<file path="config.mk">
export PLATFORM = sky130hd
export DESIGN_NAME = loop_stack_ctrl
export DESIGN_NICKNAME = d
export VERILOG_FILES = /design/src/rtl/bf_pkg.sv /design/src/rtl/stack.sv /design/src/rtl/loop_stack_ctrl.sv
export SDC_FILE = /design/constraint.sdc
export NUM_CORES = 1
export LEC_CHECK = 0
export CORE_MARGIN = 2
export CORE_UTILIZATION = 50
export DETAILED_ROUTE_END_ITERATION = 7
export GPL_ROUTABILITY_DRIVEN = 0
export PLACE_DENSITY = 0.7
export SETUP_SLACK_MARGIN = 0.1
export SLEW_MARGIN = 0
export SYNTH_ARGS = -nofsm -noshare
export SYNTH_HDL_FRONTEND = slang
export SYNTH_HIERARCHICAL = 1
export SYNTH_SLANG_ARGS = --single-unit
</file>
<file path="constraint.sdc">
create_clock -name clk -period 4.2 [get_ports clk]
set_input_delay 0.84 -clock clk [delete_from_list [all_inputs] [get_ports clk]]
set_output_delay 0.84 -clock clk [all_outputs]
set_load 0.01 [all_outputs]
</file>
<file path="src/rtl/bf_pkg.sv">
// Shared definitions for the instruction sequencer blocks.
//
// Contents:
//   op_e    - request codes accepted by loop_stack_ctrl (NOP/PUSH/POP/PEEK)
//   state_e - loop_stack_ctrl FSM state encoding (IDLE/RESP)
package bf_pkg;

    typedef enum logic [1:0] {
        OP_NOP  = 2'b00,
        OP_PUSH = 2'b01,
        OP_POP  = 2'b10,
        OP_PEEK = 2'b11
    } op_e;

    typedef enum logic {
        ST_IDLE = 1'b0,
        ST_RESP = 1'b1
    } state_e;

endpackage

</file>
<file path="src/rtl/stack.sv">
// Loop-address stack storage: 2**DEPTH entries of WIDTH bits.
// One synchronous write port and one combinational read port.
// Contents are deliberately not reset.
//
// Ports:
//   clk  in          - clock, rising edge
//   we   in          - write enable
//   wa   in  [DEPTH] - write address
//   wd   in  [WIDTH] - write data
//   ra   in  [DEPTH] - read address
//   rd   out [WIDTH] - read data (combinational from ra)
module stack #(
    parameter int DEPTH = 4,
    parameter int WIDTH = 16
) (
    input  logic             clk,
    input  logic             we,
    input  logic [DEPTH-1:0] wa,
    input  logic [WIDTH-1:0] wd,
    input  logic [DEPTH-1:0] ra,
    output logic [WIDTH-1:0] rd
);

    logic [WIDTH-1:0] mem [2**DEPTH];

    // Write port: one entry per cycle, no reset so the array maps onto RAM.
    always_ff @(posedge clk) begin
        if (we) begin
            mem[wa] <= wd;
        end
    end

    assign rd = mem[ra];

endmodule

</file>
<file path="src/rtl/loop_stack_ctrl.sv">
// Push/pop controller for the loop-start address stack. Owns the stack
// pointer, drives the storage write port, and returns popped/peeked values
// through a registered valid/ready response channel. Overflow and underflow
// are flagged with sticky error bits.
//
// Ports:
//   clk, rst_n         - clock (rising edge), async active-low reset
//   op_valid/op_ready  - request handshake
//   op [2], op_data    - request code and PUSH value
//   rsp_valid/rsp_ready- response handshake
//   rsp_data, rsp_err  - popped/peeked value, underflow indication
//   level, empty, full - current occupancy
//   err_overflow       - sticky, PUSH while full
//   err_underflow      - sticky, POP/PEEK while empty
//   clr_err            - synchronous clear of both sticky bits
module loop_stack_ctrl
    import bf_pkg::*;
#(
    parameter int DEPTH = 4,
    parameter int WIDTH = 16
) (
    input  logic             clk,
    input  logic             rst_n,
    input  logic             op_valid,
    output logic             op_ready,
    input  logic [1:0]       op,
    input  logic [WIDTH-1:0] op_data,
    output logic             rsp_valid,
    input  logic             rsp_ready,
    output logic [WIDTH-1:0] rsp_data,
    output logic             rsp_err,
    output logic [DEPTH:0]   level,
    output logic             empty,
    output logic             full,
    output logic             err_overflow,
    output logic             err_underflow,
    input  logic             clr_err
);

    localparam logic [DEPTH:0] CAPACITY = {1'b1, {DEPTH{1'b0}}};

    state_e           state_q, state_d;
    logic [DEPTH:0]   level_q, level_d;
    logic [WIDTH-1:0] rsp_data_q, rsp_data_d;
    logic             rsp_err_q, rsp_err_d;
    logic             err_overflow_q, err_overflow_d;
    logic             err_underflow_q, err_underflow_d;

    op_e              op_code;
    logic             we;
    logic [DEPTH-1:0] ra;
    logic [WIDTH-1:0] rd;

    assign op_code = op_e'(op);

    // The read address always points at the top of stack; at level 0 it
    // wraps to the last entry, but that value is never used.
    assign ra = level_q[DEPTH-1:0] - DEPTH'(1);

    stack #(
        .DEPTH (DEPTH),
        .WIDTH (WIDTH)
    ) u_stack (
        .clk (clk),
        .we  (we),
        .wa  (level_q[DEPTH-1:0]),
        .wd  (op_data),
        .ra  (ra),
        .rd  (rd)
    );

    assign op_ready      = (state_q == ST_IDLE);
    assign rsp_valid     = (state_q == ST_RESP);
    assign rsp_data      = rsp_data_q;
    assign rsp_err       = rsp_err_q;
    assign level         = level_q;
    assign empty         = (level_q == '0);
    assign full          = (level_q == CAPACITY);
    assign err_overflow  = err_overflow_q;
    assign err_underflow = err_underflow_q;

    // Next-state logic. The sticky bits take clr_err first so that an error
    // event later in the same cycle overrides the clear.
    always_comb begin
        state_d         = state_q;
        level_d         = level_q;
        rsp_data_d      = rsp_data_q;
        rsp_err_d       = rsp_err_q;
        err_overflow_d  = clr_err ? 1'b0 : err_overflow_q;
        err_underflow_d = clr_err ? 1'b0 : err_underflow_q;
        we              = 1'b0;

        case (state_q)
            ST_IDLE: begin
                if (op_valid) begin
                    case (op_code)
                        OP_PUSH: begin
                            if (!full) begin
                                we      = 1'b1;
                                level_d = level_q + (DEPTH+1)'(1);
                            end else begin
                                err_overflow_d = 1'b1;
                            end
                        end
                        OP_POP, OP_PEEK: begin
                            state_d = ST_RESP;
                            if (empty) begin
                                rsp_data_d      = '0;
                                rsp_err_d       = 1'b1;
                                err_underflow_d = 1'b1;
                            end else begin
                                rsp_data_d = rd;
                                rsp_err_d  = 1'b0;
                                if (op_code == OP_POP) begin
                                    level_d = level_q - (DEPTH+1)'(1);
                                end
                            end
                        end
                        default: ;
                    endcase
                end
            end
            ST_RESP: begin
                if (rsp_ready) begin
                    state_d = ST_IDLE;
                end
            end
            default: state_d = ST_IDLE;
        endcase
    end

    // State register; reset drops any pending response and empties the stack.
    always_ff @(posedge clk or negedge rst_n) begin
        if (!rst_n) begin
            state_q         <= ST_IDLE;
            level_q         <= '0;
            rsp_data_q      <= '0;
            rsp_err_q       <= 1'b0;
            err_overflow_q  <= 1'b0;
            err_underflow_q <= 1'b0;
        end else begin
            state_q         <= state_d;
            level_q         <= level_d;
            rsp_data_q      <= rsp_data_d;
            rsp_err_q       <= rsp_err_d;
            err_overflow_q  <= err_overflow_d;
            err_underflow_q <= err_underflow_d;
        end
    end

endmodule

</file>
==> results of run 1 <==
placed cells by master, fill, tap and decap left out, drive strengths merged, types with 4 or more instances in the layout:
master,netlist,final
bufinv,0,6
ha,9,9
mux4,64,64
edfxtp,256,256
nand3,4,4
a22o,16,16
clkdlybuf4s50,0,50
buf,16,30
nor2,16,16
nor3,6,6
clkbuf,8,31
nand2,23,23
clkinv,0,10
dfrtp,25,25
a22oi,32,32
inv,9,9
state kept, by name, indices dropped and copies added (netlist names):
name           count
rsp_err            1
level              5
rsp_data          16
err_underflow      1
rsp_valid          1
u_stack/mem      256
err_overflow       1
logic make-up after synthesis:
group	share of synthesized area, %
DFF	75.8
buffers and inverters	1.59
xor gates and xnor gates	0.480
and+or+nand+nor	2.90
AOI/OAI and AO/OA	4.19
adders and majority gates	1.21
muxes	13.8
final cells by class:
class | count | area (um2) | area share (%)
clock buffer | 31 | 701 | 5.42
clock inverter | 18 | 243 | 1.88
inverter | 9 | 36.3 | 0.281
multi-input combinational | 204 | 2520 | 19.5
sequential | 281 | 8310 | 64.4
tap | 280 | 350 | 2.71
timing repair buffer | 80 | 751 | 5.81
power by group through the flow:
| stage | sequential (mW) | clock, mW | combinational, mW |
|---|---|---|---|
| 2_1_floorplan | 3.40 | 0 | 1.97 |
| 3_3_place_gp | 3.40 | 0 | 2.84 |
| 3_5_place_dp | 3.41 | 0 | 2.88 |
| 4_1_cts | 3.35 | 2.58 | 2.90 |
| 5_1_grt | 3.37 | 2.68 | 3.09 |
| 6_report | 3.35 | 2.53 | 2.87 |
how the worst max path moves through the flow:
stage                                      to
after floorplan             u_stack/mem[0][0]
after global placement    u_stack/mem[12][15]
after detailed placement   u_stack/mem[12][2]
after CTS                                full
after global routing                    empty
final                                   empty
layer usage:
layer | GRT usage (%) | vias to the layer above | routed length (um)
met2 | 31.7 | 192 | 11000
met4 | 5.87 | 0 | 537
li1 | - | 2330 | -
met5 | 0 | - | 0
met1 | 28.9 | 2866 | 9810
met3 | 3.88 | 38 | 1460
through the flow:
step | hold slack [ns] | utilization (%) | area (um2)
2_1_floorplan | 0.513 | - | 11000
3_3_place_gp | 0.463 | 55.2 | 12000
3_5_place_dp | 0.492 | 55.2 | 12000
4_1_cts | 0.508 | 59.6 | 12900
5_1_grt | 0.530 | 59.6 | 12900
6_report | 0.491 | 59.6 | 12900
worst register-to-register path: stages, from the launching register on:
cell	delay, ns
dfrtp_1	0.68
inv_4	0.25
ha_1	0.29
nand2_1	0.09
nor3_2	0.07
nor2_1	0.32
nand3_1	0.28
nor3_2	0.72
buf_4	0.31
==> summary.txt, run 1 <==
DRT iter0 DRCs -> 449
CP Depth -> 4
Crit path DAT -> 2.71 ns
Buffers on Ports -> 50
Asr flop ratio synth -> 8.90%
Clk buf depth -> 3
Most frequent cells after synthesis -> edfxtp_1, mux4_2, a22oi_1
ANT cells -> 0
Fmax -> 281 MHz
PnR worst setup slack -> 0.646 ns
RSZ-0062 raised after global routing -> false
Via count -> 5426
TritonCTS clock tree -> built
Crit Path Category -> reg2out
Most frequent cell after synthesis -> edfxtp_1
CP top delay family -> buffers and inverters
Seq/Total Area, Yosys -> 75.8%
Clk_skew -> 0.00877 ns
Setup slack, reg-to-reg -> 0.87 ns
DR pass1 iterations -> 5
Number of enable flip-flop cells after synthesis -> 256
Combinational power share -> 32.8%
CP Max Fanout -> 18
Worst VDD drop -> 0.423 mV
Initial antenna violation count -> 0
Sw Share -> 29.9%
Crit. Startpoint -> level[0]
Synth warn -> 6
Max incr delay on CP -> 0.63 ns
Yosys cell types -> 38
# Max-Cap Violations -> 0
Synth area leader -> edfxtp_1
Die H -> 152 um
DRC violations left -> 0
#FFs+latches synth -> 281
Ranking of synthesized cells by area -> edfxtp_1, mux4_2, dfrtp_1
Final count of hold timing violations -> 0
Hold path startpoint -> rsp_err
Cts hold-fix bufs -> 0
Setup TNS -> 0 ns
Placeable Area -> 21700 um2
Net switching power -> 2.62 mW
Power Total -> 8.75 mW
Status -> complete, no violations
Area delta synth->final -> 17.9%
Pint -> 6.13 mW
H-Tree Depth -> 1
R2r worst-path depth -> 8
Io pins -> 51
Mapped Area -> 11000 um2
Worst min-delay path class -> reg2reg
Filler instances -> 1488
Yosys top cell area share -> 70.1%
Bufs and invs on worst path -> 2
First-pass GRT wire length -> 34800 um
Cell Pwr Density -> 677 nW/um2
Synthesized netlist cell count -> 518
Layout Nets -> 636
Post-CTS setup buffer count -> 0
Ys flop type -> edfxtp_1
CP max-delay cell -> clkdlybuf4s50_1
Final Critical Period -> 3.55 ns
Non-Filler Instances -> 903
CTS clock-pin slew for the worst setup and hold paths -> 0.06 ns
Global Route Usage Sum -> 20.0%
Max-slew headroom -> 31.9%
Mean area per synthesized cell -> 21.2 um2
Initial Utilization -> 50.5%
Crit-path cells -> inv_4 > ha_1 > nor4b_4 > clkdlybuf4s50_1
Average wire per standard cell -> 25.2 um
Largest net degree at the start of global routing -> 52
Final Max Tran Viols -> 0
Cells after DPL -> 854
Startpoint types -> register
Clock sink total -> 281
Hold endpoint -> rsp_err
Worst path required time -> 3.36 ns
Post-route ant nets -> 0
Clk root buf -> clkbuf_16
Die area -> 23100 um2
Slew @ Worst Pin -> 1.02 ns
Via density -> 6.01
Total CTS buffers -> 27
Worst-Skew Late Latency -> 0.52 ns
R2R Path End -> u_stack/mem[12][3]
Placement Rows -> 54
Leakage -> 4.31 nW
Setup violations, final -> 0
Clock share of power -> 28.9%
Horiz. Die Dim -> 152 um
Share of cells above drive strength 1 -> 23.8%
DP HPWL -> 13700 um
Vias in the first global route -> 5801
GRT overflow -> 0
CP endpoint kind -> output port
Total Wirelength -> 22800 um
Sequential power share -> 38.3%
Post-CTS sizing -> 0
Syn nets -> 551
Hold Path Cell Cnt -> 2
Pre-CTS worst setup slack -> 0.657 ns
R2r startpoint -> level[0]
Fin crit share -> 84.6%
No activity file was read; power rests on OpenSTA's default activity.
==> inputs of run 2 (changes only) <==
--- a/config.mk
+++ b/config.mk
@@ -9,7 +9,7 @@
 export CORE_UTILIZATION = 50
 export DETAILED_ROUTE_END_ITERATION = 7
 export GPL_ROUTABILITY_DRIVEN = 0
-export PLACE_DENSITY = 0.7
+export PLACE_DENSITY = 0.73
 export SETUP_SLACK_MARGIN = 0.1
 export SLEW_MARGIN = 0
 export SYNTH_ARGS = -nofsm -noshare
==> constraint.sdc (replaced) <==
create_clock -name clk -period 3 [get_ports clk]
set_input_delay 0.6 -clock clk [delete_from_list [all_inputs] [get_ports clk]]
set_output_delay 0.6 -clock clk [all_outputs]
set_load 0.01 [all_outputs]
==> summary.txt, run 2 (synthesis results as in run 1) <==
Via density -> 6.05
Worst min-delay path class -> in2async
Die H -> 152 um
Largest net degree at the start of global routing -> 39
Sequential power share -> 37.4%
Layout Nets -> 649
Post-route ant nets -> 0
Cts hold-fix bufs -> 0
Horiz. Die Dim -> 152 um
Max-slew headroom -> 26.3%
Power Total -> 12.3 mW
Global Route Usage Sum -> 19.2%
Bufs and invs on worst path -> 2
Max FFs per register -> 256
GRT overflow -> 0
Cell Pwr Density -> 943 nW/um2
Placement Rows -> 54
Buffers on Ports -> 50
TritonCTS clock tree -> built
Worst path required time -> 2.40 ns
Startpoint types -> register
Clk root buf -> clkbuf_16
First-pass GRT wire length -> 33400 um
DRC violations left -> 0
Cells after DPL -> 864
Max incr delay on CP -> 0.59 ns
Leakage -> 4.41 nW
Clk_skew -> 0.00685 ns
Pint -> 8.63 mW
ANT cells -> 0
Share of cells above drive strength 1 -> 25.2%
RSZ-0062 raised after global routing -> false
DP HPWL -> 13000 um
Total Wirelength -> 22300 um
CP Max Fanout -> 4
Average wire per standard cell -> 24.3 um
DR pass1 iterations -> 5
Total CTS buffers -> 27
Clk buf depth -> 3
Crit path DAT -> 2.13 ns
Sw Share -> 30.1%
CP top delay family -> buffers and inverters
Combinational power share -> 34.0%
Worst VDD drop -> 0.499 mV
Min Hold Slack -> 0.469 ns
Crit Path Category -> reg2out
DRT iter0 DRCs -> 551
Fmax -> 366 MHz
Slew @ Worst Pin -> 1.10 ns
Area delta synth->final -> 19.5%
CTS clock-pin slew for the worst setup and hold paths -> 0.06 ns
Initial Utilization -> 50.5%
Io pins -> 51
CP endpoint kind -> output port
Status -> complete, no violations
Commonest cells after routing, fill and taps aside -> edfxtp_1, mux4_2, clkdlybuf4s50_1
# Max-Cap Violations -> 0
Fin crit share -> 91.1%
Worst-Skew Late Latency -> 0.53 ns
Crit-path cells -> inv_1 > ha_1 > nor4b_4 > clkdlybuf4s50_1
Top reg by flops -> u_stack/mem
CP max-delay cell -> clkdlybuf4s50_1
H-Tree Depth -> 1
Non-Filler Instances -> 916
Vias in the first global route -> 5648
Placeable Area -> 21700 um2
Setup violations, final -> 0
Die area -> 23100 um2
Initial antenna violation count -> 1
Final Critical Period -> 2.73 ns
Commonest non-fill, non-tap cell in the layout -> edfxtp_1
Net switching power -> 3.72 mW
Via count -> 5539
Final count of hold timing violations -> 0
Clock sink total -> 281
Setup slack, reg-to-reg -> 0.45 ns
Final Max Tran Viols -> 0
Clock share of power -> 28.6%
==> run 2: cell types whose count changed in the layout (fill, tap and decap cells not counted), moves of 2 or more <==
cell / before / now
buf_12: 2 / 8
buf_4: 28 / 35
clkinvlp_4: 2 / 0
clkinv_4: 1 / 3
==> run 2: final timing paths <==
check,from,endpoint,cells after the start
setup / recovery,level[1],empty,4
hold / removal,rst_n,rsp_data[8],2
setup reg to reg,level[1],rsp_data[5],8
hold reg to reg,rsp_err,rsp_err,2
max in group asynchronous,rst_n,rsp_data[4],2
min in group clk,rsp_err,rsp_err,2
==> run 2: worst register-to-register path: stages (launching register included) <==
cell	delay (ns)
dfrtp_1	0.41
inv_1	0.16
ha_1	0.19
xor2_1	0.29
nor2b_1	0.65
buf_4	0.32
a22oi_1	0.11
nand2_1	0.21
a22o_1	0.14
==> run 2: final cells by class <==
class / instances / area, um2
fillers: 1453 / 8600
repair buffers: 93 / 926
inverters: 9 / 36.3
clock buffers: 31 / 691
multi-input cells: 204 / 2530
clock inverters: 18 / 244
flip-flops and latches: 281 / 8310
well taps: 280 / 350
==> run 2: repair_timing <==
item / in CTS / in global routing
resized for setup: 1 / 2
setup buffers: 1 / 2
setup endpoints to repair: 2 / 10
pin swaps: 0 / 1
==> run 2: per-stage QoR <==
stage	setup WS [ns]	TNS, ns	cell area, um2	utilization, %
after floorplan	-0.0366	-1.47	11000	-
after global placement	0.243	0	12100	55.9
after detailed placement	0.132	0	12100	55.9
after CTS	0.149	0	13100	60.3
after global routing	0.191	0	13100	60.4
final	0.266	0	13100	60.4
==> run 2: per-layer routing <==
layer  GRT usage, %  up-vias  wire length [um]
li1               -     2357                 -
met1           26.9     2910              9180
met2           31.0      227             10900
met3           3.19       45              1550
met4           6.90        0               699
met5              0        -                 0
==> run 2: power groups by stage <==
stage	combinational [mW]	clock, mW	sequential (mW)
3_3_place_gp	4.05	0	4.69
5_1_grt	4.50	3.71	4.64
2_1_floorplan	2.75	0	4.76
3_5_place_dp	4.15	0	4.70
4_1_cts	4.19	3.58	4.62
6_report	4.19	3.54	4.62
